### config.mk
export PLATFORM = sky130hd
export DESIGN_NAME = jt51_timer_ctrl
export DESIGN_NICKNAME = d
export VERILOG_FILES = /design/src/rtl/jt51_timer_ctrl.sv
export SDC_FILE = /design/constraint.sdc
export NUM_CORES = 1
export LEC_CHECK = 0
export ABC_AREA = 1
export CAP_MARGIN = 20
export CORE_MARGIN = 5
export CORE_UTILIZATION = 44
export DETAILED_ROUTE_END_ITERATION = 6
export PLACE_DENSITY = 0.76
export SYNTH_ARGS = -nofsm -noshare
export SYNTH_HDL_FRONTEND = slang
export SYNTH_SLANG_ARGS = --single-unit
### constraint.sdc
create_clock -name clk -period 1.2 [get_ports clk]
set_input_delay 0.36 -clock clk [delete_from_list [all_inputs] [get_ports clk]]
set_output_delay 0.36 -clock clk [all_outputs]
set_load 0.02 [all_outputs]
### src/rtl/jt51_timer_ctrl.sv
// jt51_timer_ctrl: CPU write decoder for the timer registers 0x10-0x14.
// Data writes are blocked while busy. Writes to other registers are passed on
// through other_we/other_addr/other_din.
module jt51_timer_ctrl #(
   parameter int unsigned BUSY_CYCLES = 64
) (
   input  logic       clk,
   input  logic       rst_n,
   input  logic       cpu_wr,
   input  logic       cpu_a0,
   input  logic [7:0] cpu_din,
   output logic [7:0] cpu_dout,
   input  logic       flag_A,
   input  logic       flag_B,
   output logic [9:0] value_A,
   output logic [7:0] value_B,
   output logic       load_A,
   output logic       load_B,
   output logic       clr_run_A,
   output logic       clr_run_B,
   output logic       clr_flag_A,
   output logic       clr_flag_B,
   output logic       enable_irq_A,
   output logic       enable_irq_B,
   output logic       csm,
   output logic       busy,
   output logic       other_we,
   output logic [7:0] other_addr,
   output logic [7:0] other_din
);

   localparam int unsigned CNT_W = $clog2(BUSY_CYCLES + 1);

   localparam logic [7:0] ADDR_VAL_A_HI = 8'h10;
   localparam logic [7:0] ADDR_VAL_A_LO = 8'h11;
   localparam logic [7:0] ADDR_VAL_B    = 8'h12;
   localparam logic [7:0] ADDR_CTRL     = 8'h14;

   // Register address latch
   logic [7:0]       addr_q, addr_d;
   // Busy window
   logic [CNT_W-1:0] cnt_q, cnt_d;
   logic             busy_q, busy_d;
   // Timer run state
   logic             run_a_q, run_a_d;
   logic             run_b_q, run_b_d;
   // Timer configuration levels
   logic [9:0]       value_a_q, value_a_d;
   logic [7:0]       value_b_q, value_b_d;
   logic             irq_a_q, irq_a_d;
   logic             irq_b_q, irq_b_d;
   logic             csm_q, csm_d;
   // Single-cycle control pulses
   logic             load_a_q, load_a_d;
   logic             load_b_q, load_b_d;
   logic             clr_run_a_q, clr_run_a_d;
   logic             clr_run_b_q, clr_run_b_d;
   logic             clr_flag_a_q, clr_flag_a_d;
   logic             clr_flag_b_q, clr_flag_b_d;
   // Forwarded write to the rest of the chip
   logic             other_we_q, other_we_d;
   logic [7:0]       other_addr_q, other_addr_d;
   logic [7:0]       other_din_q, other_din_d;

   logic             addr_wr_c;
   logic             data_wr_c;

   // Strobe qualification: data writes only count when not busy
   assign addr_wr_c = cpu_wr & ~cpu_a0;
   assign data_wr_c = cpu_wr &  cpu_a0 & ~busy_q;

   // Address latch next state; accepted even while busy
   always_comb begin
      addr_d = addr_q;
      if (addr_wr_c) begin
         addr_d = cpu_din;
      end
   end

   // Busy counter: reload on an accepted data write, then count down to zero
   always_comb begin
      cnt_d = cnt_q;
      if (data_wr_c) begin
         cnt_d = CNT_W'(BUSY_CYCLES);
      end else if (cnt_q != '0) begin
         cnt_d = cnt_q - CNT_W'(1);
      end
      busy_d = (cnt_d != '0);
   end

   // Data write decode into timer controls and forwarded writes
   always_comb begin
      value_a_d    = value_a_q;
      value_b_d    = value_b_q;
      irq_a_d      = irq_a_q;
      irq_b_d      = irq_b_q;
      csm_d        = csm_q;
      run_a_d      = run_a_q;
      run_b_d      = run_b_q;
      load_a_d     = 1'b0;
      load_b_d     = 1'b0;
      clr_run_a_d  = 1'b0;
      clr_run_b_d  = 1'b0;
      clr_flag_a_d = 1'b0;
      clr_flag_b_d = 1'b0;
      other_we_d   = 1'b0;
      other_addr_d = other_addr_q;
      other_din_d  = other_din_q;
      if (data_wr_c) begin
         case (addr_q)
            ADDR_VAL_A_HI: value_a_d = {cpu_din, value_a_q[1:0]};
            ADDR_VAL_A_LO: value_a_d = {value_a_q[9:2], cpu_din[1:0]};
            ADDR_VAL_B:    value_b_d = cpu_din;
            ADDR_CTRL: begin
               csm_d        = cpu_din[7];
               clr_flag_b_d = cpu_din[5];
               clr_flag_a_d = cpu_din[4];
               irq_b_d      = cpu_din[3];
               irq_a_d      = cpu_din[2];
               // Start a stopped timer, stop a running one, otherwise leave it
               load_a_d     =  cpu_din[0] & ~run_a_q;
               clr_run_a_d  = ~cpu_din[0] &  run_a_q;
               run_a_d      =  cpu_din[0];
               load_b_d     =  cpu_din[1] & ~run_b_q;
               clr_run_b_d  = ~cpu_din[1] &  run_b_q;
               run_b_d      =  cpu_din[1];
            end
            default: begin
               other_we_d   = 1'b1;
               other_addr_d = addr_q;
               other_din_d  = cpu_din;
            end
         endcase
      end
   end

   // State and output registers
   always_ff @(posedge clk or negedge rst_n) begin
      if (!rst_n) begin
         addr_q       <= '0;
         cnt_q        <= '0;
         busy_q       <= 1'b0;
         run_a_q      <= 1'b0;
         run_b_q      <= 1'b0;
         value_a_q    <= '0;
         value_b_q    <= '0;
         irq_a_q      <= 1'b0;
         irq_b_q      <= 1'b0;
         csm_q        <= 1'b0;
         load_a_q     <= 1'b0;
         load_b_q     <= 1'b0;
         clr_run_a_q  <= 1'b0;
         clr_run_b_q  <= 1'b0;
         clr_flag_a_q <= 1'b0;
         clr_flag_b_q <= 1'b0;
         other_we_q   <= 1'b0;
         other_addr_q <= '0;
         other_din_q  <= '0;
      end else begin
         addr_q       <= addr_d;
         cnt_q        <= cnt_d;
         busy_q       <= busy_d;
         run_a_q      <= run_a_d;
         run_b_q      <= run_b_d;
         value_a_q    <= value_a_d;
         value_b_q    <= value_b_d;
         irq_a_q      <= irq_a_d;
         irq_b_q      <= irq_b_d;
         csm_q        <= csm_d;
         load_a_q     <= load_a_d;
         load_b_q     <= load_b_d;
         clr_run_a_q  <= clr_run_a_d;
         clr_run_b_q  <= clr_run_b_d;
         clr_flag_a_q <= clr_flag_a_d;
         clr_flag_b_q <= clr_flag_b_d;
         other_we_q   <= other_we_d;
         other_addr_q <= other_addr_d;
         other_din_q  <= other_din_d;
      end
   end

   // Status byte is read combinationally from the live flags
   assign cpu_dout     = {busy_q, 5'b0, flag_B, flag_A};

   assign value_A      = value_a_q;
   assign value_B      = value_b_q;
   assign load_A       = load_a_q;
   assign load_B       = load_b_q;
   assign clr_run_A    = clr_run_a_q;
   assign clr_run_B    = clr_run_b_q;
   assign clr_flag_A   = clr_flag_a_q;
   assign clr_flag_B   = clr_flag_b_q;
   assign enable_irq_A = irq_a_q;
   assign enable_irq_B = irq_b_q;
   assign csm          = csm_q;
   assign busy         = busy_q;
   assign other_we     = other_we_q;
   assign other_addr   = other_addr_q;
   assign other_din    = other_din_q;

endmodule

Word level (Yosys, flattened, before mapping)
Index checks and enable logic that the tools add are counted.

Register bits: 62. Bits in latches: 0. Memory bits (writable): 0. Memory bits (read-only): 0. Input bits: 14. Output and inout bits: 53. Logic and storage cells: 66. Memories kept: 0.

Add/subtract/negate cells: 1. Multipliers: 0. Div/mod/pow operators: 0. Order comparisons: 0. Eq/ne operators: 4. Shift-type cells: 0. Muxes and demuxes: 17. Bitwise operators: 16. Reduce and logical (&&, ||, !) cells: 8.

Operators with widths (number): 8-bit by 5-bit equality test with 1-bit output, second input constant (4); 10-bit case mux with 2 select lines (1); 1-bit two-way mux (14); 7-bit two-way mux (2); 7-bit nonzero test (2); 1-bit inverter (9); 1-bit AND (7); 7-bit by 1-bit subtractor with 7-bit output, second input constant (1); 2-bit AND reduction (3); 3-bit AND reduction (2); 4-bit OR reduction (1).

Logic depth before layout (Yosys ltp)
Gate-level depths: netlist (run 1).

Depth after elaboration: 4. Depth in mapped cells: 10. Mapped depth without buffers: 10.

Least setup slack after synthesis (run 1)
OpenSTA, ideal clock, no wires.

Path type: register to register. From: register busy_q, in the netlist busy. To: register value_a_q[7], in the netlist value_A[7]. Setup time: 0.122 ns. Arrival: 1.254 ns. Required time: 1.078 ns. Setup slack: -0.176 ns. Cell stages (with the launch flop): 8. Clock period less this slack: 1.376 ns. Cell sequence: dfrtp_1 nor2_1 inv_2 nor2_4 nand3_2 buf_2 nand2_1 o21ai_1.

Longest elaborated chain between the ends: 3.

RTL lines: start: declaration (line 43) `logic busy_q, busy_d;`; start signal: assignment (line 162) `busy_q <= busy_d;`; 1-bit inverter (line 70) `assign data_wr_c = cpu_wr & cpu_a0 & ~busy_q;`; 1-bit AND (line 70); 3-bit AND reduction (no source line); end signal: assignment (line 165) `value_a_q <= value_a_d;`; end: declaration (line 48) `logic [9:0] value_a_q, value_a_d;`.

No other way between the ends. A chain may end at the register's enable or synchronous reset.

Worst setup path after layout (run 1)
From: register addr_q[7]. To: register other_addr_q[5], in the netlist other_addr[5].

Longest elaborated chain between the ends: 4. Elaborated cells between the ends (all ways): 7.

RTL lines: start: declaration (line 40) `logic [7:0] addr_q, addr_d;`; start signal: assignment (line 160) `addr_q <= addr_d;`; 8-bit by 5-bit equality test with 1-bit output (line 110) `case (addr_q)`; 4-bit OR reduction (no source line) *; 1-bit inverter (no source line) *; 2-bit AND reduction (no source line) *; end signal: assignment (line 177) `other_addr_q <= other_addr_d;`; end: declaration (line 62) `logic [7:0] other_addr_q, other_addr_d;`.

Mark *: on every way between the ends. The rest lies on a longest branch, timed or not.

==> results of run 1 <==
## per-stage QoR
step / total power [mW] / setup slack, ps / instances / util, % / setup TNS [ps]
final: 4.78 / -417 / 522 / 78.3 / -16890
after CTS: 4.68 / -248 / 507 / 73.1 / -10990
after detailed placement: 2.56 / -639 / 468 / 62.1 / -34960
after floorplan: 2.36 / -110 / 303 / - / -2890
after global placement: 2.55 / -616 / 468 / 62.1 / -33530
after global routing: 4.93 / -457 / 522 / 78.3 / -21010
## kinds of logic after synthesis
group,share of synthesized area (%)
simple gates,27.8
flops,57.6
buf+inv,7.95
compound gates,5.21
fa+ha+maj,0.930
xor+xnor,0.325
other cells,0.139
## synthesized netlist by cell type
master,number
sky130_fd_sc_hd__ha_1,2
sky130_fd_sc_hd__nor2_1,17
sky130_fd_sc_hd__nand2_1,100
sky130_fd_sc_hd__nand3_2,4
sky130_fd_sc_hd__clkbuf_1,1
sky130_fd_sc_hd__inv_2,2
sky130_fd_sc_hd__and2_1,1
sky130_fd_sc_hd__buf_6,1
sky130_fd_sc_hd__o21ai_1,15
sky130_fd_sc_hd__dfrtp_1,62
sky130_fd_sc_hd__o21ai_0,13
sky130_fd_sc_hd__xor2_1,1
sky130_fd_sc_hd__buf_4,8
sky130_fd_sc_hd__nor3_2,1
sky130_fd_sc_hd__nand3_4,1
sky130_fd_sc_hd__nand4_1,20
sky130_fd_sc_hd__nor3_1,1
sky130_fd_sc_hd__inv_1,27
sky130_fd_sc_hd__nor2_2,4
sky130_fd_sc_hd__buf_2,6
sky130_fd_sc_hd__nor2_4,1
sky130_fd_sc_hd__nand3b_1,1
sky130_fd_sc_hd__conb_1,1
sky130_fd_sc_hd__nand3_1,8
sky130_fd_sc_hd__nand4_4,1
## power groups by stage
| stage | Combinational, mW | Sequential [mW] | Clock, mW |
|---|---|---|---|
| 2_1_floorplan | 0.152 | 2.21 | 0 |
| 3_3_place_gp | 0.348 | 2.20 | 0 |
| 3_5_place_dp | 0.358 | 2.20 | 0 |
| 4_1_cts | 0.392 | 2.17 | 2.13 |
| 5_1_grt | 0.522 | 2.18 | 2.22 |
| 6_report | 0.492 | 2.18 | 2.12 |
## placed cells by master, fill, tap and decap left out, drive strengths merged
cell type        n
ha               2
clkdlybuf4s50    8
nand4           21
clkbuf           9
nand3b           1
dlygate4sd2      2
bufinv           2
conb             5
nand3           16
inv             32
and2             1
nand2          100
buf            130
nor2            22
o21ai           28
nor3             2
clkinv           2
dlygate4sd3      1
dfrtp           62
xor2             1
## final cells by class
class | instances | area [um^2]
sequential | 62 | 1550
timing repair buffer | 141 | 1370
fill | 337 | 1280
multi-input combinational | 199 | 1280
clock buffer | 9 | 124
inverter | 29 | 111
clock inverter | 7 | 104
tap | 75 | 93.8
## layer usage
layer  vias up  wire length [um]  track usage, %
met1      1368              3660            26.1
met3        46               553            3.63
met2       133              4790            36.5
met5         -                 0               0
met4         0               402            11.5
li1       1250                 -               -
## timing repair
action	4_1_cts	5_1_grt
resized for setup	317	63
cloned	2	1
endpoints found under the hold margin	3	0
pin swaps	26	30
endpoints found under the setup margin	100	100
hold buffers	1	0
buffers inserted	20	17
## worst max path at each step
stage | depth (start not counted) | end | slack [ps]
final | 7 | other_addr[5] | -420
after global routing | 7 | other_addr[5] | -460
after CTS | 8 | value_B[7] | -250
after detailed placement | 9 | value_B[7] | -640
after global placement | 9 | value_B[7] | -620
after floorplan | 7 | value_A[7] | -110
## state kept, by name, indices dropped and copies added (netlist names), 7 cells and up
register / flops
value_A: 10
addr_q: 8
other_addr: 8
other_din: 8
value_B: 8
cnt_q: 7
==> results.py, run 1 <==
metrics = {
    "worst_setup_path": {
        "worstReg2RegEnd": "other_addr[5]",
        "number_of_cells_on_the_worst_reg_to_reg_path": 7,
        "crit_slowest_cell": "sky130_fd_sc_hd__dfrtp_1",
        "timing.critical_path.buf_inv": 1,
        "path_delay_family": "simple AND/OR/NAND/NOR gates",
        "setup.worst_path.start": "addr_q[7]",
        "timing.setup.critical_path_class": "register to register",
        "crit_path_cell_trace": "nor2_2 -> nand2_1 -> nor2_2 -> nand4_4 -> buf_4 -> nand4_1 -> nand2_1",
        "critical_path_peak_fanout": 7,
        "arrival_time_at_the_worst_endpoint_ps": 1850,
        "critPathCaptureType": "register",
        "startpoint_type": "register",
        "timing.reg2reg.setup_slack_ps": -420,
        "worst_path_largest_cell_delay_ps": 440,
        "crit-reg2reg-launch": "addr_q[7]",
        "worst_ep_required_time_ps": 1430,
    },
    "synthesis": {
        "synth.distinct_cells": 25,
        "synth_warn": 0,
        "netlist_top_cells_area": "sky130_fd_sc_hd__dfrtp_1 58%, sky130_fd_sc_hd__nand2_1 14%, sky130_fd_sc_hd__nand4_1 4.6%, sky130_fd_sc_hd__inv_1 3.8%, sky130_fd_sc_hd__o21ai_1 2.8%",
        "seq_area_frac_synth_pct": 57.6,
        "netlist.area_leader.share_pct": 57.6,
        "yosys.area.top_type": "sky130_fd_sc_hd__dfrtp_1",
        "postSynthRegisterBits": 62,
        "post_synth.cell_area_avg_um2": 9.00,
        "synthesized_area_um2": 2690,
        "synthCells": 299,
    },
    "floorplanning": {
        "std_cell_rows": 28,
        "fp.coreArea_um2": 5920,
        "design.die.area_um2": 7780,
        "die_width_um": 88.2,
        "die_h_um": 88.2,
        "initial_utilization_pct": 45.5,
        "top_level_ports": 67,
    },
    "hold_path": {
        "min-delay-path-class": "input pin to asynchronous set/reset pin",
    },
    "placed_design": {
        "io_buffer_count": 57,
        "dp_hpwl_mm": 4.72,
        "post_dp_cell_area_um2": 3680,
        "globalplace.congestion": 0.802,
    },
    "power": {
        "share_seq_of_total_power_pct": 45.5,
        "power_report.internal_total_mw": 3.51,
        "power.net_switching_mw": 1.27,
        "power.density_cell_area_nw_per_um2": 1030,
        "maximum_vdd_ir_drop_mv": 0.700,
        "sw_frac_of_total_pct": 26.6,
        "combPwrFrac_pct": 10.3,
        "power.clock.fraction_pct": 44.2,
        "static-leakage-power_nw": 2.31,
    },
    "route": {
        "detail_route.vias_per_cell": 5.36,
        "avgRoutedWirePerCell_um": 18.0,
        "totalWireLength_mm": 9.40,
        "drt_pre_antenna_iters": 4,
        "post-route-drc-count": 0,
        "drt.antenna.violating_nets": 0,
        "vias": 2797,
        "dr.first_iter.drc_count": 235,
    },
    "sta": {
        "fin_skew_ps": 9.08,
        "fin_hold_ws_ps": 365,
        "finalSetupViolCount": 100,
        "rsz0062_at_grt": "yes",
        "report.final.hold_viol_count": 0,
        "layout_setup_ws_ps": -417,
        "final_period_demand_of_the_worst_path_ps": 1620,
        "finalMaxSlewViolations": 0,
        "max_freq_mhz": 619,
        "min_period_over_period_pct": 135,
    },
    "finish": {
        "finish.instance_area_um2": 4640,
        "n_antenna_cell": 0,
        "area_growth_syn_to_layout_pct": 72.2,
        "layout-drive-gt1-share_pct": 52.3,
        "final_net_count": 458,
    },
    "global_routing": {
        "global_route.usage.total_pct": 21.5,
        "grt_first_pass_wirelength_mm": 12.5,
        "maximum_number_of_pins_on_one_net_before_global_route_repair": 60,
        "grt_antenna_before_repair": 0,
        "number_of_global_route_vias_before_repair": 2585,
        "grt_overflow": 0,
    },
    "clock_network": {
        "clk_pin_slew_ps": 80,
        "clock_tree.root_cell": "sky130_fd_sc_hd__clkbuf_8",
        "latest_clock_arrival_within_the_worst_skew_pair_ps": 340,
        "tritoncts": "yes",
        "ctsHtreeMaxLevel": 3,
        "numClockSinks": 62,
        "numCtsBuffers": 9,
        "clock_tree.buffer_depth": 2,
    },
    "run_status": {
        "failed_checks": "negative setup slack",
        "run_status": "complete, but fails checks",
    },
    "job": {
        "maxCapViolCount": 0,
    },
}
Note: power is estimated with default switching activity, not from simulation.
==> run 2, diff against run 1 <==
--- a/config.mk
+++ b/config.mk
@@ -8,9 +8,9 @@
 export ABC_AREA = 1
 export CAP_MARGIN = 20
 export CORE_MARGIN = 5
-export CORE_UTILIZATION = 44
+export CORE_UTILIZATION = 49
 export DETAILED_ROUTE_END_ITERATION = 6
-export PLACE_DENSITY = 0.76
+export PLACE_DENSITY = 0.8
 export SYNTH_ARGS = -nofsm -noshare
 export SYNTH_HDL_FRONTEND = slang
 export SYNTH_SLANG_ARGS = --single-unit
==> constraint.sdc (replaced) <==
create_clock -name clk -period 1.68 [get_ports clk]
set_input_delay 0.504 -clock clk [delete_from_list [all_inputs] [get_ports clk]]
set_output_delay 0.504 -clock clk [all_outputs]
set_load 0.02 [all_outputs]
==> run 2 against run 1 <==
The run now ends clean; global-route usage shrank 3.0 points; sequential cell count did not move; core utilization decreased by 12 points; non-clock buffer count shrank 67; combinational power fell by 63%; clock-buffer cell count rose by 3; clock power shrank 33%; worst hold slack lost 200 ps; setup slack better by 470 ps; sequential power decreased by 28%; sequential share of layout area rose by 9.7 points; critical path depth shrank 6; critical endpoint is now cpu_dout[7]; highest routed layer unchanged.
==> results.py, run 2 (same netlist as run 1, synthesis figures left out) <==
metrics = {
    "floorplanning": {
        "std_cell_rows": 27,
        "design.die.area_um2": 7070,
        "top_level_ports": 67,
        "initial_utilization_pct": 49.8,
        "fp.coreArea_um2": 5410,
        "die_width_um": 84.1,
        "die_h_um": 84.1,
    },
    "sta": {
        "min_period_over_period_pct": 97.0,
        "fin_skew_ps": 5.33,
        "rsz0062_at_grt": "yes",
        "max_freq_mhz": 614,
        "fin_hold_ws_ps": 164,
        "report.final.hold_viol_count": 0,
        "finalMaxSlewViolations": 0,
        "finalSetupViolCount": 0,
        "final_period_demand_of_the_worst_path_ps": 1630,
        "layout_setup_ws_ps": 50.6,
        "setup_total_negative_slack_ps": 0,
    },
    "worst_setup_path": {
        "timing.setup.critical_path_class": "register to output pin",
        "timing.critical_path.buf_inv": 1,
        "number_of_cells_on_the_worst_reg_to_reg_path": 6,
        "critical_path_peak_fanout": 3,
        "worst_path_largest_cell_delay_ps": 430,
        "critPathCaptureType": "output pin",
        "crit_path_cell_trace": "dlygate4sd2_1",
        "crit_slowest_cell": "sky130_fd_sc_hd__dfrtp_1",
        "worst_ep_required_time_ps": 1180,
        "startpoint_type": "register",
        "worstReg2RegEnd": "other_din[1]",
        "arrival_time_at_the_worst_endpoint_ps": 1130,
        "crit-reg2reg-launch": "addr_q[7]",
        "path_delay_family": "flip-flops",
        "timing.reg2reg.setup_slack_ps": 140,
    },
    "power": {
        "sw_frac_of_total_pct": 22.6,
        "power_report.internal_total_mw": 2.45,
        "power.density_cell_area_nw_per_um2": 880,
        "maximum_vdd_ir_drop_mv": 0.689,
        "power.clock.fraction_pct": 45.0,
        "power.net_switching_mw": 0.715,
        "combPwrFrac_pct": 5.8,
        "share_seq_of_total_power_pct": 49.2,
        "static-leakage-power_nw": 2.00,
        "report.power.total_mw": 3.16,
    },
    "clock_network": {
        "ctsHtreeMaxLevel": 3,
        "tritoncts": "yes",
        "numCtsBuffers": 9,
        "numClockSinks": 62,
        "clock_tree.root_cell": "sky130_fd_sc_hd__clkbuf_8",
        "cts_hold_buf": 0,
        "latest_clock_arrival_within_the_worst_skew_pair_ps": 330,
        "clock_tree.buffer_depth": 2,
        "clk_pin_slew_ps": 70,
    },
    "run_status": {
        "run_status": "completed",
    },
    "finish": {
        "area_growth_syn_to_layout_pct": 33.5,
        "most_frequent_standard_cell_in_the_layout_excluding_fill_and_tap_cells": "sky130_fd_sc_hd__nand2_1",
        "layout-drive-gt1-share_pct": 12.7,
        "final-instance-count-excl-fill": 449,
        "final_net_count": 388,
        "flip_flop_count_of_the_largest_register_after_layout": 10,
        "n_antenna_cell": 0,
        "finish.instance_area_um2": 3590,
        "fraction_of_the_core_area_covered_by_cells_at_the_end_of_the_flow_pct": 66.5,
        "final_cell_mix": "100 x sky130_fd_sc_hd__nand2_1, 62 x sky130_fd_sc_hd__dfrtp_1, 46 x sky130_fd_sc_hd__dlygate4sd2_1",
    },
    "global_routing": {
        "grt_overflow": 0,
        "number_of_global_route_vias_before_repair": 2248,
        "grt_antenna_before_repair": 0,
        "global_route.usage.total_pct": 18.5,
        "grt_first_pass_wirelength_mm": 10.4,
        "maximum_number_of_pins_on_one_net_before_global_route_repair": 63,
    },
    "route": {
        "drt_pre_antenna_iters": 4,
        "detail_route.vias_per_cell": 4.97,
        "vias": 2232,
        "drt.antenna.violating_nets": 0,
        "dr.first_iter.drc_count": 190,
        "totalWireLength_mm": 6.15,
        "post-route-drc-count": 0,
        "drt-met1-wl_mm": 2.63,
        "wl_met3_um": 333,
        "maxUsedRoutingLayer": "met4",
        "avgRoutedWirePerCell_um": 13.7,
        "wl_met2_mm": 3.07,
    },
    "job": {
        "maxCapViolCount": 0,
    },
    "placed_design": {
        "io_buffer_count": 57,
        "post_dp_cell_area_um2": 3400,
        "preCtsSetupSlack_ps": -365,
        "globalplace.congestion": 0.838,
        "dp_hpwl_mm": 4.45,
        "placed_cells": 432,
    },
    "hold_path": {
        "min-delay-path-class": "input pin to asynchronous set/reset pin",
    },
}
[run 2: cell types whose count changed in the layout (fill, tap and decap cells not counted), sizes merged, moves of 2 or more]
cell	delta
inv	-3
clkbuf	+3
nand3	-3
clkdlybuf4s50	+2
dlygate4sd2	+44
buf	-112
[run 2: timing repair]
item | CTS | global route
setup endpoints to repair | 47 | 30
gates resized for setup | 47 | 4
pin swaps | 0 | 1
setup buffers | 0 | 1
[run 2: routing by layer]
layer	vias up	track usage, %
li1	1098	-
met2	58	30.0
met5	-	0
met1	1063	23.5
met4	0	8.04
met3	13	4.64
[run 2: final cells by class]
class                      instances  area, um^2
clock buffer                      12         145
clock inverter                     4        70.1
fill                             442        1810
inverter                          29         109
multi-input combinational        196         966
sequential                        62        1550
tap                               72        90.1
timing repair buffer              74         661
[run 2: power by group through the flow]
stage                     logic [mW]  registers [mW]  clock network [mW]
after global routing           0.205            1.56                1.52
final                          0.183            1.56                1.42
after global placement         0.173            1.58                   0
after floorplan                0.103            1.58                   0
after detailed placement       0.177            1.58                   0
after CTS                      0.180            1.55                1.45
[run 2: how the worst max path moves through the flow]
stage / startpoint / endpoint / slack (ps) / cells after the start
floorplan: cpu_wr / value_A[7] / 260 / 8
detailed placement: cpu_a0 / value_A[6] / -370 / 8
CTS: cpu_a0 / value_B[4] / 40 / 9
finish: busy / cpu_dout[7] / 50 / 1
global route: cpu_a0 / busy / -10 / 9
global placement: cpu_wr / value_A[9] / -270 / 8
